## src/rtl/bus_arbiter_pkg.sv

```systemverilog
// Shared definitions for the bus arbiter: state encodings, bus-idle control
// word and the common enable/zero constants.
package bus_arbiter_pkg;

  localparam logic [31:0] ZeroWord    = 32'h0000_0000;
  localparam logic        ChipEnable  = 1'b1;
  localparam logic        WriteEnable = 1'b1;
  localparam logic [3:0]  SelAll      = 4'b1111;
  localparam logic [3:0]  SelNone     = 4'b0000;

  typedef enum logic [2:0] {
    IDLE   = 3'd0,
    BUSY_D = 3'd1,
    BUSY_I = 3'd2,
    DONE_D = 3'd3,
    DONE_I = 3'd4,
    DRAIN  = 3'd5
  } arb_state_e;

  typedef struct packed {
    logic cyc;
    logic stb;
    logic we;
  } bus_ctl_t;

  localparam bus_ctl_t BusIdle = '{cyc: 1'b0, stb: 1'b0, we: 1'b0};

endpackage

```

## src/rtl/bus_arbiter.sv

```systemverilog
// Two-port (data, fetch) to single Wishbone-style master arbiter.
// Data port has priority; a flush abandons the result but lets the bus cycle finish.
module bus_arbiter
  import bus_arbiter_pkg::*;
#(
  parameter int AW = 32,
  parameter int DW = 32
) (
  input  logic          clk,
  input  logic          rst,
  input  logic          flush,
  input  logic          if_ce_i,
  input  logic [AW-1:0] if_addr_i,
  output logic [DW-1:0] if_data_o,
  output logic          if_stall_o,
  input  logic          mem_ce_i,
  input  logic          mem_we_i,
  input  logic [3:0]    mem_sel_i,
  input  logic [AW-1:0] mem_addr_i,
  input  logic [DW-1:0] mem_data_i,
  output logic [DW-1:0] mem_data_o,
  output logic          mem_stall_o,
  output logic          bus_cyc_o,
  output logic          bus_stb_o,
  output logic          bus_we_o,
  output logic [3:0]    bus_sel_o,
  output logic [AW-1:0] bus_adr_o,
  output logic [DW-1:0] bus_dat_o,
  input  logic [DW-1:0] bus_dat_i,
  input  logic          bus_ack_i
);

  arb_state_e state;
  bus_ctl_t   ctl;

  assign bus_cyc_o = ctl.cyc;
  assign bus_stb_o = ctl.stb;
  assign bus_we_o  = ctl.we;

  always_ff @(posedge clk or posedge rst) begin
    if (rst) begin
      state      <= IDLE;
      ctl        <= BusIdle;
      bus_sel_o  <= SelNone;
      bus_adr_o  <= '0;
      bus_dat_o  <= '0;
      if_data_o  <= '0;
      mem_data_o <= '0;
    end else begin
      case (state)
        IDLE: begin
          if (!flush) begin
            if (mem_ce_i == ChipEnable) begin
              state     <= BUSY_D;
              ctl       <= '{cyc: 1'b1, stb: 1'b1, we: mem_we_i};
              bus_sel_o <= mem_sel_i;
              bus_adr_o <= mem_addr_i;
              bus_dat_o <= mem_data_i;
            end else if (if_ce_i == ChipEnable) begin
              state     <= BUSY_I;
              ctl       <= '{cyc: 1'b1, stb: 1'b1, we: 1'b0};
              bus_sel_o <= SelAll;
              bus_adr_o <= if_addr_i;
              bus_dat_o <= '0;
            end
          end
        end
        BUSY_D, BUSY_I: begin
          if (bus_ack_i) begin
            ctl <= BusIdle;
            if (flush) begin
              state <= IDLE;
            end else if (state == BUSY_I) begin
              state     <= DONE_I;
              if_data_o <= bus_dat_i;
            end else begin
              state <= DONE_D;
              if (bus_we_o != WriteEnable) mem_data_o <= bus_dat_i;
            end
          end else if (flush) begin
            // Slave still owes an ack; keep the cycle open and drop the data later.
            state <= DRAIN;
          end
        end
        DONE_D, DONE_I: state <= IDLE;
        DRAIN: begin
          if (bus_ack_i) begin
            state <= IDLE;
            ctl   <= BusIdle;
          end
        end
        default: begin
          state <= IDLE;
          ctl   <= BusIdle;
        end
      endcase
    end
  end

  assign mem_stall_o = ~rst & mem_ce_i & ~flush & (state != DONE_D) & (state != DRAIN);
  assign if_stall_o  = ~rst & if_ce_i  & ~flush & (state != DONE_I) & (state != DRAIN);

endmodule

```

## config.mk

```make
export PLATFORM = sky130hd
export DESIGN_NAME = bus_arbiter
export DESIGN_NICKNAME = d
export VERILOG_FILES = /design/src/rtl/bus_arbiter_pkg.sv /design/src/rtl/bus_arbiter.sv
export SDC_FILE = /design/constraint.sdc
export NUM_CORES = 1
export LEC_CHECK = 0
export CORE_ASPECT_RATIO = 1.4
export CORE_MARGIN = 1
export CORE_UTILIZATION = 35
export CTS_CLUSTER_SIZE = 25
export DETAILED_ROUTE_END_ITERATION = 12
export PLACE_DENSITY = 0.77
export SLEW_MARGIN = 15
export SYNTH_ARGS = -nofsm -noshare
export SYNTH_HDL_FRONTEND = slang
export SYNTH_SLANG_ARGS = --single-unit
```

## constraint.sdc

```tcl
create_clock -name clk -period 10.25 [get_ports clk]
set_clock_uncertainty 0.05 [all_clocks]
set_input_delay 2.05 -clock clk [delete_from_list [all_inputs] [get_ports clk]]
set_output_delay 2.05 -clock clk [all_outputs]
set_load 0.01 [all_outputs]
```

# Word-level counts from Yosys, hierarchy flattened
# Index checks and enable logic that the tools add are counted.
# word_totals
regBits,138
# classes
eq_ne,13
n_mux,19
bitwise,13
reduce_logical,10
# op_table
cell,count
$mux 32,4
$mux 3,11
$pmux 3 s3,2
$ne 3x3->1 const B,4
$reduce_and 4->1,3
$and 1x1->1,8
$mux 4,2
$eq 3x2->1 const B,2
$eq 3x3->1 const B,2
$not 1->1,5
$reduce_and 5->1,1
$ne 2x2->1 const B,2
$reduce_or 2->1,2
$eq 3x1->1 const B,1
$logic_not 3->1,1
$ne 3x2->1 const B,1
$reduce_and 3->1,1
$reduce_or 3->1,1
$ne 2x1->1 const B,1
$reduce_bool 2->1,1

# Depth between registers and ports, before layout
# Gate-level depths: netlist (run 1).
# depth
ltp_word,5
mapped_depth,6
depth_no_buf,4

# Worst setup path after synthesis (run 1)
# No wires, ideal clock.
# synth_path
kind,input -> output
from,in mem_ce_i
to,out mem_stall_o
arrival_time_ns,2.775
t_required_ns,8.150
slack_ns,5.375
stages,4
path_buffers,2
path_cell_list,buf_2 > buf_2 > nand2_1 > a21oi_1
# synth_between
elab_chain_len,4
# synth_rtl
element,line,source
start: declaration,bus_arbiter.sv:16,"input logic mem_ce_i,"
$and 1x1->1 (4 in a row),bus_arbiter.sv:100,assign mem_stall_o = ~rst & mem_ce_i & ~flush & (state != DONE_D) & (state != DRAIN);
end: declaration,bus_arbiter.sv:22,"output logic mem_stall_o,"
# No other way between the ends.

# Final worst setup path (run 1)
# layout_path
from,in flush
to,out mem_stall_o
# layout_between
elab_chain_len,4
# layout_rtl
element,line,source
start: declaration,bus_arbiter.sv:11,"input logic flush,"
$not 1->1 (no source line),-,
$and 1x1->1 (3 in a row),bus_arbiter.sv:100,
# No other way between the ends.

==> flow_summary.yaml, run 1 <==
outcome:
  status: "complete, no violations"
cts:
  clock_sinks: 137
  post-cts-setup-buffers: 0
  numCtsBuffers: 17
  cts_tree: "done"
  cts_buffer_depth: 2
  cts.repair.resized: 0
  ctsHoldBuffers: 0
  clock_latency_ps: 400
  cts-root-buf: "clkbuf_16"
  htree_levels: 4
  path_clk_slew_ps: 60
final_layout:
  n_antenna_cell: 0
  area_delta_synth_final_pct: 63.6
  drive_gt1_frac: 0.152
  final_nets: 818
routing:
  viasPerCell: 4.90
  drc: 0
  via_count: 4320
  routed_wl_um: 15400
  ant_nets: 0
  wl_per_cell_um: 17.5
  dr.pass1.iters: 4
  drt_iter0_drc: 138
placement:
  pre_cts_slack_ps: 4560
  io_buffer_count: 275
  place_hpwl_um: 11400
  place.gp.congestion: 0.800
power:
  report.power.total_uw: 2680
  power.leakage_uw: 0.00389
  p_sw_frac: 0.301
  power_frac_clock: 0.238
  ir_drop_uv: 147
  combPwrFrac: 0.410
  seqPwrFrac: 0.352
  internal_power_uw: 1870
  p_switching_uw: 805
  powerDensity_nw_per_um2: 297
yosys:
  syn-cell-area_um2: 5500
  synthCells: 409
  syn-mean-instance-area_um2: 13.5
  syn-num-nets: 548
  yosys_warnings: 0
  ys_seq_elements: 137
  ys_seq_area_frac: 0.623
  netlist-cell-type-count: 30
setup_path:
  crit_path_max_incr_delay_ps: 550
  worstSetupEndpointType: "primary output"
  crit_path_frequent_cell: "clkdlybuf4s50_1"
  crit_chain: "clkdlybuf4s50_1 -> nor2_1 -> nand2_1 -> a21oi_1 -> clkdlybuf4s50_1"
  required_ps: 8150
  crit_path_top_delay_cell: "clkdlybuf4s50_1"
  worstPathArrival_ps: 3600
  path_class: "in -> out"
  cp-start-kind: "input port"
  path_max_fanout: 7
floorplanning:
  io_pins: 276
  fp.dieH_um: 150
  core-area_um2: 15200
  num_rows: 53
  start_util: 0.362
  die_w_um: 108
  dieArea_um2: 16200
grt:
  grt_usage: 0.192
  grt_pass1_vias: 4721
  grt_overflow: 0
  grt_pass1_wl_um: 23800
  grt_max_degree: 75
  antenna_found_initial: 0
sta:
  hold_viol: 0
  maxSlewViolCount: 0
  fmax_mhz: 175
  setup_tns_ps: 0
  final.period_utilization: 0.556
  setup_viol: 0
  period_needed_ps: 5700
  setup_slack_ps: 4550
  rsz0062_at_grt: "false"
  worst_pin_slew_ps: 1090
  relSlewSlack: 0.273
min_path:
  hp-class: "reg -> reg"
job:
  drv_cap: 0
## synthesized netlist by cell type
| master | n | share of area |
|---|---|---|
| a21o_1 | 1 | 0.0014 |
| a21oi_1 | 36 | 0.033 |
| a22o_1 | 32 | 0.051 |
| a22oi_1 | 1 | 0.0014 |
| and3_1 | 1 | 0.0011 |
| and4b_1 | 1 | 0.0018 |
| buf_2 | 21 | 0.019 |
| buf_4 | 3 | 0.0041 |
| clkbuf_1 | 5 | 0.0034 |
| dfrtp_1 | 137 | 0.62 |
| inv_1 | 2 | 0.0014 |
| mux2_2 | 66 | 0.14 |
| mux2i_1 | 34 | 0.062 |
| nand2_1 | 9 | 0.0061 |
| nand2b_1 | 1 | 0.0011 |
| nand3_1 | 2 | 0.0018 |
| nand4b_1 | 1 | 0.0016 |
| nor2_1 | 37 | 0.025 |
| nor2_2 | 1 | 0.0011 |
| nor2b_1 | 2 | 0.0023 |
| nor3_1 | 1 | 0.00091 |
| nor4_4 | 1 | 0.0039 |
| o21ai_0 | 4 | 0.0036 |
| o22a_1 | 4 | 0.0064 |
| o22ai_1 | 1 | 0.0011 |
| o311ai_0 | 1 | 0.0016 |
| o31a_1 | 1 | 0.0016 |
| o31ai_1 | 1 | 0.0014 |
| or2_1 | 1 | 0.0011 |
| xor2_1 | 1 | 0.0016 |
## cell usage in the layout (no fill, tap or decap), drive strengths merged, types with 2 or more instances in the layout
cell,n
mux2i,34
clkinv,5
a21oi,36
nor2,38
clkdlybuf4s50,274
bufinv,4
a22o,32
buf,6
o21ai,4
clkbuf,19
mux2,66
inv,3
dfrtp,137
o22a,4
nand3,2
nand2,9
nor2b,2
## worst max-delay path: cells and delay by family
kind	cells	cell delay [ps]
buffers and inverters	2	1100
and+or+nand+nor	2	300
AOI/OAI and AO/OA	1	140
## layout make-up
type	instances	area (um^2)
Multi-Input combinational cell	241	1920
Clock buffer	19	443
Timing Repair Buffer	280	2790
Sequential cell	137	3430
Tap cell	192	240
Fill cell	1280	6180
Clock inverter	11	173
Inverter	2	12.5
## registers in the layout, indices dropped and copies added, names as in the netlist
signal      count
bus_adr_o      32
bus_cyc_o       1
bus_dat_o      32
bus_sel_o       4
bus_we_o        1
if_data_o      32
mem_data_o     32
state           3
## layer usage
metal,global-route usage,up-vias,routed length (um)
met5,0,-,0
met4,0.0760,0,350
met3,0.0571,26,1070
met2,0.362,165,8560
met1,0.195,2125,5430
li1,-,2004,-
## stage by stage
| stage | hold slack (ps) | cells | util | area, um^2 |
|---|---|---|---|---|
| 5_1_grt | 467 | 882 | 0.593 | 9000 |
| 4_1_cts | 454 | 882 | 0.593 | 9000 |
| 3_3_place_gp | 432 | 852 | 0.552 | 8390 |
| 3_5_place_dp | 435 | 852 | 0.552 | 8390 |
| 6_report | 448 | 882 | 0.593 | 9000 |
| 2_1_floorplan | 479 | 409 | - | 5500 |
## path summary, 6_finish.rpt
check / startpoint / to / slack [ps] / depth (start not counted)
setup / recovery: flush / mem_stall_o / 4550 / 5
hold / removal: bus_dat_o[4]$_DFFE_PP0P_ / bus_dat_o[4]$_DFFE_PP0P_ / 450 / 1
setup reg to reg: state[2]$_DFFE_PP0P_ / bus_dat_o[17]$_DFFE_PP0P_ / 8030 / 4
hold reg to reg: bus_dat_o[4]$_DFFE_PP0P_ / bus_dat_o[4]$_DFFE_PP0P_ / 450 / 1
max in group asynchronous: rst / bus_dat_o[23]$_DFFE_PP0P_ / 6730 / 3
min in group asynchronous: rst / bus_adr_o[2]$_DFFE_PP0P_ / 2070 / 2
## power by group through the flow
stage / combinational, uW / sequential, uW / clock, uW
after floorplan: 364 / 1040 / 0
after global placement: 1080 / 937 / 0
after detailed placement: 1110 / 951 / 0
after CTS: 1110 / 945 / 652
after global routing: 1170 / 974 / 676
final: 1100 / 943 / 637
## kinds of logic after synthesis
kind of cell / share of synthesized area
DFF: 0.623
muxes: 0.197
AOI/OAI and AO/OA: 0.102
and+or+nand+nor: 0.0482
buffers and inverters: 0.0280
xor gates and xnor gates: 0.00159
Power figures use the tool's default switching activity.
==> run 2, diff against run 1 <==
clock period = 5.7 ns   (was 10.25 ns; I/O delays follow)
==> flow_summary.yaml, run 2 (synthesis gave the netlist of run 1 again) <==
outcome:
  status: "complete, no violations"
power:
  powerDensity_nw_per_um2: 538
  report.power.total_uw: 4850
  ir_drop_uv: 255
  power.leakage_uw: 0.00390
cts:
  clock_sinks: 137
  numCtsBuffers: 17
  cts.repair.resized: 0
  ctsHoldBuffers: 0
  path_clk_slew_ps: 50
  post-cts-setup-buffers: 0
  cts_buffer_depth: 2
  cts_tree: "done"
  cts-root-buf: "clkbuf_16"
  htree_levels: 4
  clock_latency_ps: 400
setup_path:
  required_ps: 4510
  cp-start-kind: "input port"
  r2r_slack_ps: 3460
  worstSetupEndpointType: "primary output"
  rr_startpoint: "state[2]$_DFFE_PP0P_"
  rr_endpoint: "bus_dat_o[29]$_DFFE_PP0P_"
  worstPathArrival_ps: 2670
  reg2reg_depth: 4
  path_class: "in -> out"
  path_max_fanout: 7
  cp-endpoint: "mem_stall_o"
  worstSetupStartpoint: "flush"
sta:
  rsz0062_at_grt: "false"
  holdWs_ps: 449
  hold_viol: 0
  period_needed_ps: 3860
  fmax_mhz: 259
  setup_slack_ps: 1840
  relSlewSlack: 0.245
  worst_pin_slew_ps: 1130
  maxSlewViolCount: 0
  setup_viol: 0
  final.period_utilization: 0.677
  setup_tns_ps: 0
grt:
  grt_max_degree: 107
  grt_pass1_vias: 4707
  grt_pass1_wl_um: 24000
  grt_overflow: 0
  grt_usage: 0.194
  antenna_found_initial: 0
routing:
  via_count: 4345
  wl_per_cell_um: 17.6
  drc: 0
  drt_iter0_drc: 161
  routed_wl_um: 15600
  dr.pass1.iters: 4
  viasPerCell: 4.92
  ant_nets: 0
final_layout:
  final_nets: 818
  multiInputGateArea_um2: 1920
  area_delta_synth_final_pct: 64.0
  mostFrequentLayoutCell: "clkdlybuf4s50_1"
  drive_gt1_frac: 0.152
  utilization: 0.594
  fillerInstances: 1270
  layout_common_cells: "clkdlybuf4s50_1, dfrtp_1, mux2_2, nor2_1, a21oi_1"
  n_antenna_cell: 0
  area.sequential_um2: 3430
floorplanning:
  core-area_um2: 15200
  io_pins: 276
  die_w_um: 108
  start_util: 0.362
  num_rows: 53
  fp.dieH_um: 150
  dieArea_um2: 16200
placement:
  place_hpwl_um: 11500
  io_buffer_count: 275
  pre_cts_slack_ps: 1870
  place.gp.congestion: 0.806
job:
  drv_cap: 0
min_path:
  hp-class: "reg -> reg"
==> run 2: cell types whose count changed in the layout (fill, tap and decap cells not counted), sizes merged <==
cell and change:
clkinv +2, inv -1, bufinv +1, clkinvlp -1
==> run 2: routing by layer <==
layer	up-vias	GRT usage	wire length, um
met2	170	0.368	8690
met1	2151	0.195	5450
li1	1998	-	-
met4	0	0.0788	383
met5	-	0	0
met3	26	0.0541	1050
==> run 2: metrics by stage <==
stage                     std cells  cell area, um^2
after floorplan                 409             5500
after detailed placement        852             8390
final                           883             9020
after global routing            883             9020
after CTS                       883             9020
after global placement          852             8390
==> run 2: worst max-delay path: stages <==
cell and delay, ps:
clkdlybuf4s50_1 560, nor2_1 210, nand2_1 70, a21oi_1 120, clkdlybuf4s50_1 570
==> run 2: how the worst min path moves through the flow <==
| stage | slack, ps | cells after the start | startpoint | end |
|---|---|---|---|---|
| floorplan | 480 | 1 | bus_sel_o[0]$_DFFE_PP0P_ | bus_sel_o[0]$_DFFE_PP0P_ |
| global placement | 430 | 1 | bus_dat_o[22]$_DFFE_PP0P_ | bus_dat_o[22]$_DFFE_PP0P_ |
| detailed placement | 430 | 1 | bus_dat_o[31]$_DFFE_PP0P_ | bus_dat_o[31]$_DFFE_PP0P_ |
| CTS | 450 | 1 | bus_dat_o[28]$_DFFE_PP0P_ | bus_dat_o[28]$_DFFE_PP0P_ |
| global route | 470 | 1 | if_data_o[0]$_DFFE_PP0P_ | if_data_o[0]$_DFFE_PP0P_ |
| finish | 450 | 1 | bus_sel_o[2]$_DFFE_PP0P_ | bus_sel_o[2]$_DFFE_PP0P_ |
==> run 2: power by group <==
| part | internal [uW] | switching (uW) |
|---|---|---|
| Combinational | 1200 | 773 |
| Sequential | 1420 | 275 |
| Clock | 775 | 402 |
| Total | 3400 | 1450 |
==> run 2: layout make-up <==
class,count,area share
Sequential cell,137,0.380
Clock buffer,19,0.0480
Timing Repair Buffer,280,0.309
Multi-Input combinational cell,241,0.213
Inverter,2,0.00139
Clock inverter,12,0.0222
Tap cell,192,0.0266
==> run 3, diff against run 2 <==
PLACE_DENSITY = 0.8   (was 0.77)
clock period = 3.15 ns   (was 5.7 ns; I/O delays follow)
==> flow_summary.yaml, run 3 (synthesis gave the netlist of run 1 again) <==
sta:
  maxSlewViolCount: 0
  setup_tns_ps: 0
  setup_slack_ps: 316
  relSlewSlack: 0.656
  final.period_utilization: 0.900
  worst_pin_slew_ps: 510
  setup_viol: 0
  fmax_mhz: 353
  rsz0062_at_grt: "false"
  hold_viol: 0
  period_needed_ps: 2830
floorplanning:
  core-area_um2: 15200
  start_util: 0.362
  fp.dieH_um: 150
  die_w_um: 108
  num_rows: 53
  io_pins: 276
  dieArea_um2: 16200
cts:
  htree_levels: 4
  cts-root-buf: "clkbuf_16"
  clock_latency_ps: 410
  path_clk_slew_ps: 50
  numCtsBuffers: 17
  ctsHoldBuffers: 0
  cts.repair.resized: 0
  cts_buffer_depth: 2
  cts_tree: "done"
  clock_sinks: 137
  post-cts-setup-buffers: 0
placement:
  place.gp.congestion: 0.855
  place_hpwl_um: 11400
  io_buffer_count: 275
  pre_cts_slack_ps: 337
routing:
  drt_iter0_drc: 142
  routed_wl_um: 15300
  wl_per_cell_um: 17.2
  viasPerCell: 4.88
  dr.pass1.iters: 4
  ant_nets: 0
  via_count: 4334
  drc: 0
power:
  power.leakage_uw: 0.00393
  powerDensity_nw_per_um2: 963
  ir_drop_uv: 554
setup_path:
  required_ps: 2470
  worstPathArrival_ps: 2150
  path_class: "in -> out"
  path_max_fanout: 7
  cp-start-kind: "input port"
  worstSetupEndpointType: "primary output"
  reg2reg_depth: 4
grt:
  grt_usage: 0.189
  antenna_found_initial: 0
  grt_max_degree: 78
  grt_overflow: 0
  grt_pass1_vias: 4585
  grt_pass1_wl_um: 23300
final_layout:
  area_delta_synth_final_pct: 65.4
  drive_gt1_frac: 0.159
  n_antenna_cell: 0
  mostFrequentLayoutCell: "clkdlybuf4s50_1"
  fillerInstances: 1237
  area.sequential_um2: 3430
  multiInputGateArea_um2: 1920
  final_nets: 824
  layout_common_cells: "clkdlybuf4s50_1, dfrtp_1, mux2_2, nor2_1, a21oi_1"
outcome:
  status: "complete, no violations"
min_path:
  hp-class: "reg -> reg"
  whs_path_depth: 1
job:
  drv_cap: 0
-- run 3: critical path, stage by stage --
cell	delay, ps
clkdlybuf4s50_1	530
nor2_1	190
nand2_1	90
a21oi_1	130
clkdlybuf4s50_1	580
-- run 3: path summary, 6_finish.rpt --
kind                       slack (ps)                      from                         to
max                               320                     flush                 if_stall_o
min                               450  bus_sel_o[1]$_DFFE_PP0P_   bus_sel_o[1]$_DFFE_PP0P_
min in group asynchronous         550                       rst   bus_adr_o[2]$_DFFE_PP0P_
max reg2reg                      1000      state[0]$_DFFE_PP0P_  mem_data_o[2]$_DFFE_PP0P_
min reg2reg                       450  bus_sel_o[1]$_DFFE_PP0P_   bus_sel_o[1]$_DFFE_PP0P_
max in group asynchronous        1760                       rst  bus_dat_o[14]$_DFFE_PP0P_
-- run 3: area by class of cell --
class,instances,share of cell area
well taps,192,0.0264
flip-flops and latches,137,0.377
clock buffers,18,0.0472
multi-input cells,241,0.211
clock inverters,13,0.0212
inverters,2,0.00124
repair buffers,286,0.316
-- run 3: routing by layer --
| metal | vias to the layer above | GRT usage | part of all wire |
|---|---|---|---|
| met2 | 191 | 0.353 | 0.55 |
| met1 | 2111 | 0.194 | 0.35 |
| met5 | - | 0 | 0 |
| met3 | 19 | 0.0593 | 0.082 |
| li1 | 2013 | - | - |
| met4 | 0 | 0.0699 | 0.019 |
-- run 3: per-stage QoR --
| stage | hold WS [ps] | utilization | power, uW | instance area [um^2] | instances |
|---|---|---|---|---|---|
| 2_1_floorplan | 479 | - | 4560 | 5510 | 409 |
| 3_3_place_gp | 429 | 0.558 | 6580 | 8480 | 858 |
| 3_5_place_dp | 432 | 0.558 | 6730 | 8480 | 858 |
| 4_1_cts | 448 | 0.599 | 8870 | 9100 | 889 |
| 5_1_grt | 460 | 0.599 | 9240 | 9100 | 889 |
| 6_report | 446 | 0.599 | 8770 | 9100 | 889 |
-- run 3: power breakdown --
part	switching [uW]	total [uW]	internal [uW]
Sequential	493	3070	2580
Clock	762	2090	1330
Combinational	1400	3600	2200
